[config.mk]
export PLATFORM = sky130hd
export DESIGN_NAME = sub_serial_flat
export DESIGN_NICKNAME = d
export VERILOG_FILES = /design/src/rtl/sub_serial_if.sv /design/src/rtl/sub_serial.sv /design/src/flat_wrapper.sv
export SDC_FILE = /design/constraint.sdc
export NUM_CORES = 1
export LEC_CHECK = 0
export ABC_CLOCK_PERIOD_IN_PS = 1830
export BUFFER_PORTS_ARGS = -buffer_cell sky130_fd_sc_hd__clkbuf_2
export CAP_MARGIN = 20
export CORE_ASPECT_RATIO = 1.75
export CORE_MARGIN = 2
export CORE_UTILIZATION = 55
export CTS_CLUSTER_SIZE = 16
export DETAILED_ROUTE_END_ITERATION = 6
export HOLD_SLACK_MARGIN = 0.15
export PLACE_DENSITY = 0.8
export SYNTH_ARGS = -nofsm -noshare
export SYNTH_HDL_FRONTEND = slang
export SYNTH_SLANG_ARGS = --single-unit
export TNS_END_PERCENT = 1
[constraint.sdc]
create_clock -name clk -period 1.83 [get_ports clk]
set_clock_uncertainty 0.05 [all_clocks]
set_input_delay 0.183 -clock clk [delete_from_list [all_inputs] [get_ports clk]]
set_output_delay 0.183 -clock clk [all_outputs]
set_load 0.05 [all_outputs]
[src/rtl/sub_serial_if.sv]
// sub_serial_if: start/complete handshake and operand/result bus for the
// bit-serial subtractor. The master issues requests and the slave computes.
interface sub_serial_if #(
   parameter int unsigned W = 8
);
   logic         en;
   logic [W-1:0] a;
   logic [W-1:0] b;
   logic [W-1:0] out;
   logic         done;
   logic         borrow;

   modport master (
      output en, a, b,
      input  out, done, borrow
   );

   modport slave (
      input  en, a, b,
      output out, done, borrow
   );
endinterface

[src/rtl/sub_serial.sv]
// sub_serial: bit-serial unsigned subtractor, LSB first, one full-subtractor
// cell plus a borrow flop. Result is out = (a - b) mod 2^W and borrow = (a < b).
// Optional feature macro: SUB_SERIAL_SAT_EN (saturate the result at zero on
// underflow; borrow is still reported).
module sub_serial #(
   parameter int unsigned W = 8
) (
   input  logic          clk,
   input  logic          rst,
   sub_serial_if.slave   bus
);

   localparam int unsigned CW = $clog2(W);

   typedef enum logic [1:0] {
      IDLE = 2'd0,
      SUB  = 2'd1,
      DONE = 2'd2
   } state_t;

   state_t        state;
   logic [CW-1:0] count;
   logic [W-1:0]  a_reg;
   logic [W-1:0]  b_reg;
   logic [W-1:0]  out_q;
   logic          borrow_q;
   logic          done_q;

   logic          diff_c;
   logic          borrow_nxt_c;
   logic          last_c;
   logic [W-1:0]  out_shift_c;

   // Full-subtractor cell on the current LSBs and shift-in of the difference bit
   always_comb begin
      diff_c       = a_reg[0] ^ b_reg[0] ^ borrow_q;
      borrow_nxt_c = (~a_reg[0] & b_reg[0]) | (~(a_reg[0] ^ b_reg[0]) & borrow_q);
      last_c       = (count == CW'(W - 1));
      out_shift_c  = {diff_c, out_q[W-1:1]};
   end

   // Control FSM and datapath registers
   always_ff @(posedge clk or posedge rst) begin
      if (rst) begin
         state    <= IDLE;
         count    <= '0;
         a_reg    <= '0;
         b_reg    <= '0;
         out_q    <= '0;
         borrow_q <= 1'b0;
         done_q   <= 1'b0;
      end else begin
         case (state)
            IDLE: begin
               if (bus.en) begin
                  a_reg    <= bus.a;
                  b_reg    <= bus.b;
                  out_q    <= '0;
                  borrow_q <= 1'b0;
                  count    <= '0;
                  state    <= SUB;
               end
            end
            SUB: begin
`ifdef SUB_SERIAL_SAT_EN
               // Clamp to zero when the final bit leaves a borrow outstanding
               if (last_c && borrow_nxt_c) begin
                  out_q <= '0;
               end else begin
                  out_q <= out_shift_c;
               end
`else
               out_q <= out_shift_c;
`endif
               borrow_q <= borrow_nxt_c;
               a_reg    <= {1'b0, a_reg[W-1:1]};
               b_reg    <= {1'b0, b_reg[W-1:1]};
               count    <= count + CW'(1);
               if (last_c) begin
                  state  <= DONE;
                  done_q <= 1'b1;
               end
            end
            DONE: begin
               // en here only releases the result; a restart needs en in IDLE
               if (bus.en) begin
                  state  <= IDLE;
                  done_q <= 1'b0;
               end
            end
            default: begin
               state  <= IDLE;
               done_q <= 1'b0;
            end
         endcase
      end
   end

   assign bus.out    = out_q;
   assign bus.borrow = borrow_q;
   assign bus.done   = done_q;

endmodule

[src/flat_wrapper.sv]
// flat-port wrapper written by rule: the top's interface ports become plain ports
module sub_serial_flat 
#(
   parameter int unsigned W = 8
)
  (clk, rst, bus_en, bus_a, bus_b, bus_out, bus_done, bus_borrow);
  sub_serial_if #(.W(W)) bus_i ();
  input  logic clk;
  input  logic rst;
  input wire logic [$bits(bus_i.en)-1:0] bus_en;
  input wire logic [$bits(bus_i.a)-1:0] bus_a;
  input wire logic [$bits(bus_i.b)-1:0] bus_b;
  output wire logic [$bits(bus_i.out)-1:0] bus_out;
  output wire logic [$bits(bus_i.done)-1:0] bus_done;
  output wire logic [$bits(bus_i.borrow)-1:0] bus_borrow;
  assign bus_i.en = bus_en;
  assign bus_i.a = bus_a;
  assign bus_i.b = bus_b;
  assign bus_out = bus_i.out;
  assign bus_done = bus_i.done;
  assign bus_borrow = bus_i.borrow;
  sub_serial #(.W(W)) u_core (.clk(clk), .rst(rst), .bus(bus_i));
endmodule
==> run metrics <==
Initial Utilization about three fifths; synth unique cells 19; detail-routed via count per cell between 5 and 6; DR iter-0 viols 46; final hold violations 0; clk_lat worst skew about 0.29 ns; total I/O pin count 29; synthesized instance count approximately 120; routability-driven placement congestion ratio approximately 0.76; critical path start-end classification reg -> reg; Synth warnings 0; xor/xnor cell area share of the yosys netlist 0%; DIE HEIGHT between 60 and 70 µm; wire length after detailed routing ~2900 µm; largest fanout on the critical path 13; portion of synthesized cell area occupied by the leading cell type roughly 57%; sum of net half-perimeters after detailed placement about 1900 µm; list of most frequent post-synthesis cells dfrtp_1, o22ai_1, a21oi_1; RSZ-0062 raised after global routing no; met2 Track Usage GR a little under two fifths; Max IR drop VDD roughly 1.0 mV; vias in the first global route ~1100; horizontal die dimension roughly 42 µm; adder and majority cell fraction of the synthesized area around 3.3%; number of antenna violations at the first check in global routing 0; clock slew at reported path FFs about 0.06 ns; share of synthesized area spent on multiplexers 0%; path class of the lowest-slack min-delay path in -> reg; Placed Area ~0.0015 mm²; EDFF count, synth 0; Worst slew margin about 40%; leading area contributor after synthesis dfrtp_1; Slew @ Worst Pin approximately 0.89 ns; maximum single-stage delay on the critical path ~0.74 ns; Post-Syn Area 0.001355 mm²; data arrival time of the critical path about 1.7 ns; upper clock frequency limit between 0.6 and 0.7 GHz; number of placed instances with taps included 168; Final Slew Violations 0; GRT overflow 0; result of the run complete, no violations; shortest clock period the worst path allows after layout around 1.5 ns; floorplan core area approximately 0.0023 mm²; clock tree from TritonCTS built; Setup TNS 0 ns; growth of design area from synthesis to finish 25.58%; maximum number of pins on one net before global-route repair 32; largest cells by area after synthesis dfrtp_1, o22ai_1, a22o_1; Port Buffer Count 28; critical path data required time roughly 2.0 ns; average cell area after synthesis ~11 µm²; most frequent cell after synthesis dfrtp_1; number of nets in the layout roughly 190; count of fill cells added during filler insertion approximately 170; Non-Filler Instances approximately 190; flip-flop and latch count after synthesis 31; simple-gate share of the synthesized area around 4.1%; final clock period utilization by the worst path 84.45%; Root Buffer clkbuf_8; cell area power density 1849 mW/mm²; GRT busiest layer met2; vias post-DR approximately 1100; count of antenna diodes in the layout 0; buffers from clock root to sink, at most 2; met3 usage in global routing roughly 4.7%; share of flip-flops with an asynchronous set or reset after synthesis 100.0%; Num CTS Buffers 5; number of nets with antenna violations after detailed routing 0; detailed-routing iteration count for the pre-antenna-repair pass 4; Sinks on Clock Net 31; compound-cell area share of the yosys netlist between 20% and 30%; post-synthesis sequential area ratio between 50% and 60%; kind of start point of the critical path flop; slowest stage cell, crit path o21bai_1; flip-flop cell with the highest count after synthesis dfrtp_1; Placement Rows 23; Die Outline Area between 0.002 and 0.003 mm²; first-pass GRT wire length 4974 µm; GRT Overall Usage a little under a quarter; global routing met1 resource utilization around a quarter; category of the worst setup path capture point flop; final setup violating endpoints 0; leakage power 0.7879 nW; # Max-Cap Violations 0; sequence of cells on the critical path o21bai_1 -> a22o_1; Synthesized Nets about 150; Post-CTS Setup Bufs 0; final non-filler cell area about 0.0017 mm²; largest family of logic cells by synthesized area compound AO/OA/AOI/OAI gates; average wire length per cell after detail routing between 15 and 20 µm; DRC violation count after routing 0; layout cell share with drive strength beyond 1 22.56%; number of levels the H-tree was split into 2
power breakdown:
part / total, W / leakage [nW] / internal, W / switching (W)
Sequential: 0.00125 / 0.375 / 0.000999 / 0.000251
Clock: 0.000593 / 0.0515 / 0.000343 / 0.000250
Combinational: 0.00130 / 0.361 / 0.000468 / 0.000835
Total: 0.00315 / 0.788 / 0.00181 / 0.00134
critical path, delay by kind of cell, from the launching register on:
family	cells	cell delay, ns
compound gates	2	0.98
flops	1	0.45
layout by cell type, fill, tap and decap left out:
cell	instances
clkbuf_8	7
o31ai_1	2
dfrtp_1	31
buf_4	2
o22ai_1	28
ha_1	2
nor2_1	2
a21oi_1	16
dlygate4sd3_1	13
nand2b_1	2
fa_1	1
clkbuf_2	28
o21ai_0	4
o21ai_1	1
nand2_1	6
inv_1	5
clkbuf_1	1
o21bai_1	1
nor2b_1	2
a22o_1	10
per-stage QoR:
stage          worst slack [ns]  hold slack [ns]  power, W  utilization (%)
2_1_floorplan            0.4206           0.2365  0.002278                -
3_3_place_gp             0.3217           0.2029  0.002467            63.91
3_5_place_dp             0.2562           0.2127  0.002548            63.91
4_1_cts                  0.2694           0.1506  0.003169            73.91
5_1_grt                  0.1335           0.1580  0.003351            73.91
6_report                 0.2846           0.1533  0.003146            73.91
worst paths after layout:
| path | slack [ns] | endpoint | startpoint | cells after the start |
|---|---|---|---|---|
| worst max register to register | 0.28 | u_core.bus.out[5] | u_core.state[0] | 2 |
| min in group asynchronous | 0.44 | u_core.bus.borrow | rst | 4 |
| worst min register to register | 0.45 | u_core.a_reg[7] | u_core.a_reg[7] | 2 |
| worst min-delay path | 0.15 | u_core.a_reg[0] | bus_a[0] | 3 |
| worst max-delay path | 0.28 | u_core.bus.out[5] | u_core.state[0] | 2 |
| max in group asynchronous | 1.01 | u_core.b_reg[6] | rst | 4 |
logic make-up after synthesis:
| family | count (synthesis) |
|---|---|
| compound gates | 62 |
| fa+ha+maj | 3 |
| buf+inv | 16 |
| flops | 31 |
| simple gates | 12 |
per-layer routing:
metal,part of all wire [%],vias to the layer above,wire length [µm]
met1,41,538,1168
li1,-,542,-
met4,3.6,0,104
met5,0,-,0
met2,51,35,1472
met3,4.2,10,121
cell type report:
type | instances | area [µm²] | share of cell area (%)
Sequential cell | 31 | 775.7 | 45.59
Clock buffer | 8 | 100.1 | 5.882
Multi-Input combinational cell | 77 | 490.5 | 28.82
Tap cell | 25 | 31.28 | 1.838
Inverter | 5 | 18.77 | 1.103
Timing Repair Buffer | 43 | 285.3 | 16.76
what timing repair did:
action                    in CTS  in global routing
hold endpoints to repair      43                  0
gates resized for setup        0                  0
hold buffers                  13                  0
No activity file was read; power rests on OpenSTA's default activity.
